File: src/rtl/uc_mem_responder_if.sv
// Bundles the pipeline-side request, data-memory handshake and writeback signals of uc_mem_responder.
interface uc_mem_responder_if #(
  parameter int AW = 16,
  parameter int DW = 32
);
  logic          MR_IN;
  logic          MW_IN;
  logic [5:0]    SelC_in;
  logic [6:0]    Type_in;
  logic [AW-1:0] ADDR_in;
  logic [DW-1:0] WDATA_in;
  logic          MEM_REQ;
  logic          MEM_WE;
  logic [AW-1:0] MEM_ADDR;
  logic [DW-1:0] MEM_WDATA;
  logic [DW-1:0] MEM_RDATA;
  logic          MEM_ACK;
  logic          HOLD;
  logic          WB_EN;
  logic [5:0]    WB_SEL;
  logic [6:0]    WB_TYPE;
  logic [DW-1:0] WB_DATA;
  logic          ERR;

  // Responder side: drives the memory request, stall and writeback.
  modport master (
    input  MR_IN, MW_IN, SelC_in, Type_in, ADDR_in, WDATA_in, MEM_RDATA, MEM_ACK,
    output MEM_REQ, MEM_WE, MEM_ADDR, MEM_WDATA, HOLD, WB_EN, WB_SEL, WB_TYPE, WB_DATA, ERR
  );

  // Environment side: pipeline stage plus data memory.
  modport slave (
    output MR_IN, MW_IN, SelC_in, Type_in, ADDR_in, WDATA_in, MEM_RDATA, MEM_ACK,
    input  MEM_REQ, MEM_WE, MEM_ADDR, MEM_WDATA, HOLD, WB_EN, WB_SEL, WB_TYPE, WB_DATA, ERR
  );
endinterface

File: src/rtl/uc_mem_responder.sv
// Memory-side responder: runs a req/ack access per MR/MW request, stalls the pipeline via HOLD
// and issues a one-cycle register writeback when a load completes.
module uc_mem_responder #(
  parameter int AW      = 16,
  parameter int DW      = 32,
  parameter int TIMEOUT = 15,
  parameter int NOP_SEL = 35
) (
  input logic CK3,
  input logic RST,
  uc_mem_responder_if.master bus
);
  localparam int CW = $clog2(TIMEOUT);
  localparam logic [5:0] NOP = 6'(NOP_SEL);
  localparam logic [CW-1:0] LAST = CW'(TIMEOUT - 1);

  typedef enum logic [1:0] {IDLE, REQ, WB} state_t;

  state_t        state, state_nxt;
  logic [CW-1:0] cnt, cnt_nxt;
  logic          mem_req, mem_req_nxt;
  logic          mem_we, mem_we_nxt;
  logic          hold, hold_nxt;
  logic          wb_en, wb_en_nxt;
  logic          err, err_nxt;
  logic [AW-1:0] addr_q, addr_nxt;
  logic [DW-1:0] wdata_q, wdata_nxt;
  logic [DW-1:0] wb_data, wb_data_nxt;
  logic [5:0]    sel_q, sel_nxt;
  logic [5:0]    wb_sel, wb_sel_nxt;
  logic [6:0]    type_q, type_nxt;
  logic [6:0]    wb_type, wb_type_nxt;
  logic          start;

  assign start = bus.MR_IN | bus.MW_IN;

  always_ff @(posedge CK3 or posedge RST) begin
    if (RST) begin
      state   <= IDLE;
      cnt     <= '0;
      mem_req <= 1'b0;
      mem_we  <= 1'b0;
      hold    <= 1'b1;
      wb_en   <= 1'b0;
      err     <= 1'b0;
      addr_q  <= '0;
      wdata_q <= '0;
      wb_data <= '0;
      sel_q   <= NOP;
      wb_sel  <= NOP;
      type_q  <= '0;
      wb_type <= '0;
    end else begin
      state   <= state_nxt;
      cnt     <= cnt_nxt;
      mem_req <= mem_req_nxt;
      mem_we  <= mem_we_nxt;
      hold    <= hold_nxt;
      wb_en   <= wb_en_nxt;
      err     <= err_nxt;
      addr_q  <= addr_nxt;
      wdata_q <= wdata_nxt;
      wb_data <= wb_data_nxt;
      sel_q   <= sel_nxt;
      wb_sel  <= wb_sel_nxt;
      type_q  <= type_nxt;
      wb_type <= wb_type_nxt;
    end
  end

  // Writeback strobe/select are only ever set on the REQ->WB transition, so they last one cycle.
  always_comb begin
    state_nxt   = state;
    cnt_nxt     = cnt;
    mem_req_nxt = mem_req;
    mem_we_nxt  = mem_we;
    hold_nxt    = hold;
    wb_en_nxt   = 1'b0;
    err_nxt     = err;
    addr_nxt    = addr_q;
    wdata_nxt   = wdata_q;
    wb_data_nxt = wb_data;
    sel_nxt     = sel_q;
    wb_sel_nxt  = NOP;
    type_nxt    = type_q;
    wb_type_nxt = wb_type;
    case (state)
      IDLE, WB: begin
        if (start) begin
          addr_nxt    = bus.ADDR_in;
          wdata_nxt   = bus.WDATA_in;
          sel_nxt     = bus.SelC_in;
          type_nxt    = bus.Type_in;
          mem_req_nxt = 1'b1;
          mem_we_nxt  = bus.MW_IN;
          hold_nxt    = 1'b0;
          cnt_nxt     = '0;
          err_nxt     = err | (bus.MR_IN & bus.MW_IN);
          state_nxt   = REQ;
        end else begin
          state_nxt = IDLE;
        end
      end
      REQ: begin
        if (bus.MEM_ACK) begin
          mem_req_nxt = 1'b0;
          hold_nxt    = 1'b1;
          if (mem_we) begin
            state_nxt = IDLE;
          end else begin
            wb_data_nxt = bus.MEM_RDATA;
            wb_en_nxt   = (sel_q != NOP);
            wb_sel_nxt  = sel_q;
            wb_type_nxt = type_q;
            state_nxt   = WB;
          end
        end else if (cnt == LAST) begin
          mem_req_nxt = 1'b0;
          err_nxt     = 1'b1;
          hold_nxt    = 1'b1;
          state_nxt   = IDLE;
        end else begin
          cnt_nxt = cnt + CW'(1);
        end
      end
      default: state_nxt = IDLE;
    endcase
  end

  assign bus.MEM_REQ   = mem_req;
  assign bus.MEM_WE    = mem_we;
  assign bus.MEM_ADDR  = addr_q;
  assign bus.MEM_WDATA = wdata_q;
  assign bus.HOLD      = hold;
  assign bus.WB_EN     = wb_en;
  assign bus.WB_SEL    = wb_sel;
  assign bus.WB_TYPE   = wb_type;
  assign bus.WB_DATA   = wb_data;
  assign bus.ERR       = err;
endmodule

File: src/flat_wrapper.sv
// flat-port wrapper written by rule: the top's interface ports become plain ports
module uc_mem_responder_flat 
#(
  parameter int AW      = 16,
  parameter int DW      = 32,
  parameter int TIMEOUT = 15,
  parameter int NOP_SEL = 35
)
  (CK3, RST, bus_MR_IN, bus_MW_IN, bus_SelC_in, bus_Type_in, bus_ADDR_in, bus_WDATA_in, bus_MEM_RDATA, bus_MEM_ACK, bus_MEM_REQ, bus_MEM_WE, bus_MEM_ADDR, bus_MEM_WDATA, bus_HOLD, bus_WB_EN, bus_WB_SEL, bus_WB_TYPE, bus_WB_DATA, bus_ERR);
  uc_mem_responder_if #(.AW(AW), .DW(DW)) bus_i ();
  input logic CK3;
  input logic RST;
  input wire logic [$bits(bus_i.MR_IN)-1:0] bus_MR_IN;
  input wire logic [$bits(bus_i.MW_IN)-1:0] bus_MW_IN;
  input wire logic [$bits(bus_i.SelC_in)-1:0] bus_SelC_in;
  input wire logic [$bits(bus_i.Type_in)-1:0] bus_Type_in;
  input wire logic [$bits(bus_i.ADDR_in)-1:0] bus_ADDR_in;
  input wire logic [$bits(bus_i.WDATA_in)-1:0] bus_WDATA_in;
  input wire logic [$bits(bus_i.MEM_RDATA)-1:0] bus_MEM_RDATA;
  input wire logic [$bits(bus_i.MEM_ACK)-1:0] bus_MEM_ACK;
  output wire logic [$bits(bus_i.MEM_REQ)-1:0] bus_MEM_REQ;
  output wire logic [$bits(bus_i.MEM_WE)-1:0] bus_MEM_WE;
  output wire logic [$bits(bus_i.MEM_ADDR)-1:0] bus_MEM_ADDR;
  output wire logic [$bits(bus_i.MEM_WDATA)-1:0] bus_MEM_WDATA;
  output wire logic [$bits(bus_i.HOLD)-1:0] bus_HOLD;
  output wire logic [$bits(bus_i.WB_EN)-1:0] bus_WB_EN;
  output wire logic [$bits(bus_i.WB_SEL)-1:0] bus_WB_SEL;
  output wire logic [$bits(bus_i.WB_TYPE)-1:0] bus_WB_TYPE;
  output wire logic [$bits(bus_i.WB_DATA)-1:0] bus_WB_DATA;
  output wire logic [$bits(bus_i.ERR)-1:0] bus_ERR;
  assign bus_i.MR_IN = bus_MR_IN;
  assign bus_i.MW_IN = bus_MW_IN;
  assign bus_i.SelC_in = bus_SelC_in;
  assign bus_i.Type_in = bus_Type_in;
  assign bus_i.ADDR_in = bus_ADDR_in;
  assign bus_i.WDATA_in = bus_WDATA_in;
  assign bus_i.MEM_RDATA = bus_MEM_RDATA;
  assign bus_i.MEM_ACK = bus_MEM_ACK;
  assign bus_MEM_REQ = bus_i.MEM_REQ;
  assign bus_MEM_WE = bus_i.MEM_WE;
  assign bus_MEM_ADDR = bus_i.MEM_ADDR;
  assign bus_MEM_WDATA = bus_i.MEM_WDATA;
  assign bus_HOLD = bus_i.HOLD;
  assign bus_WB_EN = bus_i.WB_EN;
  assign bus_WB_SEL = bus_i.WB_SEL;
  assign bus_WB_TYPE = bus_i.WB_TYPE;
  assign bus_WB_DATA = bus_i.WB_DATA;
  assign bus_ERR = bus_i.ERR;
  uc_mem_responder #(.AW(AW), .DW(DW), .TIMEOUT(TIMEOUT), .NOP_SEL(NOP_SEL)) u_core (.CK3(CK3), .RST(RST), .bus(bus_i));
endmodule
File: config.mk
export PLATFORM = sky130hd
export DESIGN_NAME = uc_mem_responder_flat
export DESIGN_NICKNAME = d
export VERILOG_FILES = /design/src/rtl/uc_mem_responder_if.sv /design/src/rtl/uc_mem_responder.sv /design/src/flat_wrapper.sv
export SDC_FILE = /design/constraint.sdc
export NUM_CORES = 1
export LEC_CHECK = 0
export CORE_MARGIN = 8
export CORE_UTILIZATION = 41
export CTS_CLUSTER_DIAMETER = 80
export CTS_CLUSTER_SIZE = 20
export DETAILED_ROUTE_END_ITERATION = 6
export GPL_ROUTABILITY_DRIVEN = 0
export PLACE_DENSITY = 0.85
export SYNTH_ARGS = -nofsm -noshare
export SYNTH_HDL_FRONTEND = slang
export SYNTH_SLANG_ARGS = --single-unit
File: constraint.sdc
create_clock -name CK3 -period 9 [get_ports CK3]
set_input_delay 0.9 -clock CK3 [delete_from_list [all_inputs] [get_ports CK3]]
set_output_delay 0.9 -clock CK3 [all_outputs]
set_load 0.01 [all_outputs]
# Yosys cells after proc, flatten, opt, wreduce, memory -nomap -nowiden
# Index checks and enable logic that the tools add are counted.
[word_totals]
reg_bits = 117
input_bits = 98
out_inout_bits = 98
elab_cells = 62
[classes]
addsub = 1
n_eq_ne = 9
mux = 26
bitwise_logic = 4
reduce_logical = 8
[op_table]
columns = ["op", "n"]
rows = [
  ["$mux W6", 3],
  ["$mux W1", 12],
  ["$mux W4", 3],
  ["$pmux W4 S2", 1],
  ["$reduce_and A4 Y1", 2],
  ["$mux W2", 3],
  ["$ne A6 B6 Y1 const B", 1],
  ["$pmux W1 S2", 3],
  ["$reduce_and A3 Y1", 2],
  ["$add A4 B1 Y4 const B", 1],
  ["$eq A4 B4 Y1 const B", 1],
  ["$ne A2 B1 Y1 const B", 2],
  ["$ne A2 B2 Y1 const B", 2],
  ["$pmux W2 S2", 1],
  ["$ne A3 B2 Y1 const B", 1],
  ["$eq A2 B1 Y1 const B", 1],
  ["$eq A2 B2 Y1 const B", 1],
  ["$logic_not A2 Y1", 1],
  ["$or A1 B1 Y1", 2],
  ["$reduce_and A2 Y1", 1],
  ["$reduce_bool A2 Y1", 1],
  ["$reduce_or A2 Y1", 1],
  ["$and A1 B1 Y1", 1],
  ["$not A1 Y1", 1],
]

# Logic depth before layout (Yosys ltp)
# Gate-level depths: netlist of run 1.
[depth]
ltp_word = 4
ltp_mapped = 5
ltp_nobuf = 5

# Least setup slack after synthesis of run 1
# Ideal clock, no wire load.
[synth_timing]
path_kind = "input-to-reg"
from = "in bus_MEM_ACK"
to = "reg u_core.wb_data[10], in the netlist u_core.bus.WB_DATA[10]"
setup_time_ns = 0.125
arrival_time_ns = 1.699
required_time_ns = 8.875
path_slack_ns = 7.176
path_stages = 4
path_cell_list = "nand3b_2 > nor2_4 > buf_4 > mux2_2"
[synth_between]
elab_chain_len = 1
[synth_lines]
columns = ["item", "line", "source"]
rows = [
  ["start: declaration", "flat_wrapper.sv:20", "input wire logic [$bits(bus_i.MEM_ACK)-1:0] bus_MEM_ACK;"],
  ["$reduce_and A3 Y1 (no line)", "-", ""],
  ["end signal: assignment", "uc_mem_responder.sv:63", "wb_data <= wb_data_nxt;"],
  ["end: declaration", "uc_mem_responder.sv:28", "logic [DW-1:0] wb_data, wb_data_nxt;"],
]
# Every way passes these cells.
# A chain may end at the register's enable or synchronous reset.

# Worst setup path in the final report of run 1
[layout_timing]
from = "in bus_MEM_ACK"
to = "reg u_core.wb_data[28], in the netlist u_core.bus.WB_DATA[28]"
# Same word-level chain as after synthesis.

==> flow_summary.yaml, run 1 <==
outcome:
  status: "finished, final reports clean"
synth:
  postSynth.asyncResetShare: 1.00
  synth-main-ff-cell: "dfrtp_1"
  ys_warn_count: 0
  synth_top_area_share: 0.618
  yosysTopAreaCell: "dfrtp_1"
  syn_avg_cell_area_sq_um: 11.1
  yosys-top-cells-area: "dfrtp_1, nand2_1, mux2_2"
  syn_area_sq_mm: 0.00445
  yosysSeqAreaShare: 0.660
  synth_nets: 501
  ys_types: 32
  synth-seq-cells: 117
  synth_enable_flop_cells: 0
  synthCells: 401
detailed_routing:
  vias_per_cell: 4.76
  drc_errors: 0
  drtIter0Drc: 152
  dr.pass1.iters: 4
  drtAntennaViolNets: 0
  wire_per_inst_um: 16.3
  vias: 3567
  routed_wl_um: 12200
die:
  die_h_um: 120
  ios: 196
  placeableCoreArea_sq_mm: 0.0107
  dieArea_sq_mm: 0.0144
  initial_core_util: 0.416
  num_rows: 38
  die_w_um: 120
timing:
  holdWs_ns: 0.471
  clock.fmax_mhz: 378
  tns_ns: 0
  setup_violations: 0
  drv_slew: 0
  rsz0062_at_grt: "false"
  final.setup.worst_slack_ns: 6.36
  final-hold-violation-count: 0
  worst-slew-pin-transition_ns: 1.13
  max_slew_margin: 0.248
  clock_skew_ns: 0.00706
  finalCritPeriodShare: 0.294
  min_period_ns: 2.64
worst_setup_path:
  path_class: "primary input to register"
  worstSetupStartpointType: "primary input"
  startpoint: "bus_MEM_ACK"
  cp.required_ns: 9.37
  reg2reg_from: "u_core.state[1]"
  cpMaxStageDelayCell: "nor2_4"
  r2r_slack_ns: 6.83
  cp-end-kind: "register"
  cp_max_fo: 43
  path_cells: "clkdlybuf4s50_1, nand3b_2, nor2_4, mux2_2"
  crit_arrival_ns: 3.02
  r2r_end: "u_core.bus.WB_DATA[28]"
  endpoint: "u_core.bus.WB_DATA[28]"
  cpPeakStageDelay_ns: 0.87
  r2r_cells: 3
clock_tree:
  post_cts_resized: 0
  clk_latency_ns: 0.50
  cts_setup_buffers: 0
  cts.sinks: 117
  cts.hold.buffers_added: 0
  clockBufferDepth: 2
  cts_buffers: 17
  htree_levels: 4
  cts_root_buf: "clkbuf_8"
  cts_tree: "done"
  path_clk_slew_ns: 0.05
grt:
  gr-max-usage-layer: "met2"
  grt_util_met3: 0.0890
  overflow: 0
  grt_start_max_net_pins: 88
  grtUsageMet2: 0.285
  globalRouteTotalUtil: 0.174
  grt_pass1_vias: 3874
  met1_usage: 0.190
  grt_pass1_wl_um: 19900
  antenna_found_initial: 0
final_layout:
  fillCellCount: 826
  fin_util: 0.661
  fin_nets: 700
  layout_commonest_cell: "clkdlybuf4s50_1"
  layout_common_cells: "clkdlybuf4s50_1, nand2_1, dfrtp_1"
  layout-drive-gt1-share: 0.133
  stdcell_count: 749
  diodes: 0
  synthToLayoutAreaGrowth_pct: 58.9
  final_area_sq_mm: 0.00708
hold_path:
  hp-class: "register to register"
power_and_ir_drop:
  powerDensity_mw_per_mm2: 360
  leakagePower_nw: 3.25
  power.ir.vdd_worst_uv: 185
  finalPower_mw: 2.55
job:
  max-cap-violations: 0
place:
  io_buffers: 195
  place_ws_ns: 5.84
  dpl.hpwl_um: 9000
  dp.cells: 721
  placed_area_sq_mm: 0.00652
## how the worst min path moves through the flow
stage	slack (ns)	cells past startpoint	from	to
after floorplan	0.44	2	u_core.type_q[0]	u_core.type_q[0]
after global placement	0.45	2	u_core.type_q[2]	u_core.type_q[2]
after detailed placement	0.46	2	u_core.sel_q[5]	u_core.sel_q[5]
after CTS	0.47	2	u_core.bus.MEM_WDATA[12]	u_core.bus.MEM_WDATA[12]
after global routing	0.49	2	u_core.bus.MEM_WDATA[15]	u_core.bus.MEM_WDATA[15]
final	0.47	2	u_core.bus.MEM_WDATA[12]	u_core.bus.MEM_WDATA[12]
## cell families (layout without fill, tap and decap cells)
kind of cell | after synthesis | in the layout | synth area share
AND/OR/NAND/NOR | 208 | 208 | 0.189
flip-flops | 117 | 117 | 0.660
multiplexers | 40 | 40 | 0.101
buffers and inverters | 22 | 230 | 0.0239
AO/OA/AOI/OAI | 12 | 12 | 0.0202
adder cells (fa/ha/maj) | 2 | 2 | 0.00562
## flip-flops by register name, summed over array words and instances, names as in the netlist, 2 cells and up
| signal | count |
|---|---|
| u_core.bus.WB_SEL | 6 |
| u_core.bus.WB_DATA | 32 |
| u_core.sel_q | 6 |
| u_core.bus.MEM_ADDR | 16 |
| u_core.bus.WB_TYPE | 7 |
| u_core.state | 2 |
| u_core.type_q | 7 |
| u_core.cnt | 4 |
| u_core.bus.MEM_WDATA | 32 |
## synth_stat cells, drive strengths merged, types with 2 or more instances
| library cell | n |
|---|---|
| o22ai | 2 |
| or3 | 4 |
| mux2 | 40 |
| inv | 4 |
| and2 | 3 |
| ha | 2 |
| nor2 | 5 |
| buf | 13 |
| clkbuf | 5 |
| dfstp | 7 |
| nand2 | 184 |
| nand3 | 4 |
| a21oi | 3 |
| dfrtp | 110 |
## layer usage
| layer | part of all wire | up-vias |
|---|---|---|
| li1 | - | 1682 |
| met1 | 0.39 | 1713 |
| met2 | 0.49 | 161 |
| met3 | 0.11 | 11 |
| met4 | 0.012 | 0 |
| met5 | 0 | - |
## cell type report
| class | count | area (sq um) | share of cell area |
|---|---|---|---|
| Clock inverter | 5 | 75.1 | 0.0106 |
| Timing Repair Buffer | 198 | 1970 | 0.279 |
| Sequential cell | 117 | 2940 | 0.415 |
| Tap cell | 140 | 175 | 0.0248 |
| Multi-Input combinational cell | 262 | 1420 | 0.201 |
| Inverter | 4 | 17.5 | 0.00248 |
| Clock buffer | 23 | 477 | 0.0674 |
## worst max-delay path: cells and delay by family
kind / cells / cell delay, ns
mux: 1 / 0.43
simple gates: 2 / 1.05
buf+inv: 1 / 0.59
## power breakdown
part	internal, mW	total [mW]	switching, mW
logic	0.560	1.00	0.440
registers	0.780	0.922	0.142
clock network	0.415	0.628	0.213
total	1.76	2.55	0.794
(Power assumes the default switching activity.)
==> inputs of run 2 (changes only) <==
clock period = 2.6 ns   (was 9 ns; I/O delays follow)
==> flow_summary.yaml, run 2 (same netlist as run 1, synthesis figures left out) <==
final_layout:
  fin_nets: 703
  synthToLayoutAreaGrowth_pct: 61.4
  layout_common_cells: "clkdlybuf4s50_1, nand2_1, dfrtp_1"
  stdcell_count: 756
  diodes: 0
  layout_commonest_cell: "clkdlybuf4s50_1"
  layout-drive-gt1-share: 0.144
  fin_util: 0.672
worst_setup_path:
  path_class: "register to primary output"
  cp-end-kind: "primary output"
  path_depth: 1
  worstSetupStartpointType: "register"
  crit_arrival_ns: 1.60
  worst-path-buf-inv: 1
  cp_max_fo: 1
  critical_path.top_delay_family: "buffers and inverters"
  cp.required_ns: 2.34
  cpPeakStageDelay_ns: 0.58
  path_cells: "clkdlybuf4s50_1"
  r2r_cells: 4
  cpMaxStageDelayCell: "clkdlybuf4s50_1"
clock_tree:
  htree_levels: 4
  cts.hold.buffers_added: 0
  post_cts_resized: 0
  cts_setup_buffers: 0
  cts_root_buf: "clkbuf_8"
  clk_latency_ns: 0.51
  clockBufferDepth: 2
  path_clk_slew_ns: 0.05
  cts_tree: "done"
  cts.sinks: 117
  cts_buffers: 17
power_and_ir_drop:
  leakagePower_nw: 3.29
  clockPowerShare: 0.263
  switching_share: 0.312
  powerDensity_mw_per_mm2: 1260
  pwr-share-seq: 0.351
  switchingPower_mw: 2.83
  power.ir.vdd_worst_uv: 687
  p_int_mw: 6.25
  power_frac_comb: 0.386
timing:
  clock_skew_ns: 0.00493
  drv_slew: 0
  min_period_ns: 1.86
  tns_ns: 0
  final.setup.worst_slack_ns: 0.741
  finalCritPeriodShare: 0.715
  holdWs_ns: 0.255
  setup_violations: 0
  max_slew_margin: 0.605
  final-hold-violation-count: 0
  clock.fmax_mhz: 538
  worst-slew-pin-transition_ns: 0.592
  rsz0062_at_grt: "false"
detailed_routing:
  drc_errors: 0
  routed_wl_um: 12100
  wire_per_inst_um: 16.1
  vias_per_cell: 4.72
  dr.pass1.iters: 6
  vias: 3566
  drtIter0Drc: 167
  drtAntennaViolNets: 0
die:
  die_h_um: 120
  die_w_um: 120
  dieArea_sq_mm: 0.0144
  initial_core_util: 0.416
  num_rows: 38
  placeableCoreArea_sq_mm: 0.0107
  ios: 196
hold_path:
  hold_path_depth: 3
  hp-class: "primary input to register"
place:
  io_buffers: 195
  dp.cells: 724
  dpl.hpwl_um: 8790
  place_ws_ns: 0.682
job:
  max-cap-violations: 0
outcome:
  status: "finished, final reports clean"
grt:
  grt_pass1_wl_um: 20000
  globalRouteTotalUtil: 0.175
  overflow: 0
  grt_pass1_vias: 3875
  antenna_found_initial: 0
  grt_start_max_net_pins: 118
-- run 2: layer usage --
metal / vias to the layer above / wire length [um] / track usage / share of wire
met2: 147 / 5850 / 0.287 / 0.48
met5: - / 0 / 0 / 0
met3: 16 / 1370 / 0.0942 / 0.11
met4: 0 / 131 / 0.0570 / 0.011
met1: 1711 / 4800 / 0.191 / 0.40
li1: 1692 / - / - / -
-- run 2: layout make-up --
type / count / area (sq um)
repair buffers: 201 / 2020
flip-flops and latches: 117 / 2940
inverters: 4 / 18.8
clock buffers: 19 / 432
clock inverters: 13 / 180
multi-input cells: 262 / 1420
well taps: 140 / 175
fillers: 786 / 3510
-- run 2: power groups by stage --
stage               logic [mW]  registers (mW)  clock network (mW)
floorplan                 1.24            3.49                   0
global placement          3.45            3.17                   0
detailed placement        3.55            3.21                   0
CTS                       3.57            3.20                2.45
global route              3.81            3.30                2.55
finish                    3.50            3.19                2.39
-- run 2: path summary, 6_finish.rpt --
kind | from | to | slack (ns)
min | bus_SelC_in[5] | u_core.sel_q[5] | 0.26
min in group asynchronous | RST | u_core.bus.WB_DATA[20] | 0.29
max | u_core.bus.WB_SEL[0] | bus_WB_SEL[0] | 0.74
max in group asynchronous | RST | u_core.bus.MEM_ADDR[12] | 1.89
max reg2reg | u_core.state[1] | u_core.bus.WB_TYPE[6] | 0.97
min reg2reg | u_core.sel_q[0] | u_core.sel_q[0] | 0.47
-- run 2: through the flow --
step                      total power, mW  cell area (sq um)
after floorplan                      4.73               4460
after global placement               6.61               6570
after detailed placement             6.76               6570
after CTS                            9.22               7180
after global routing                 9.67               7180
final                                9.08               7180
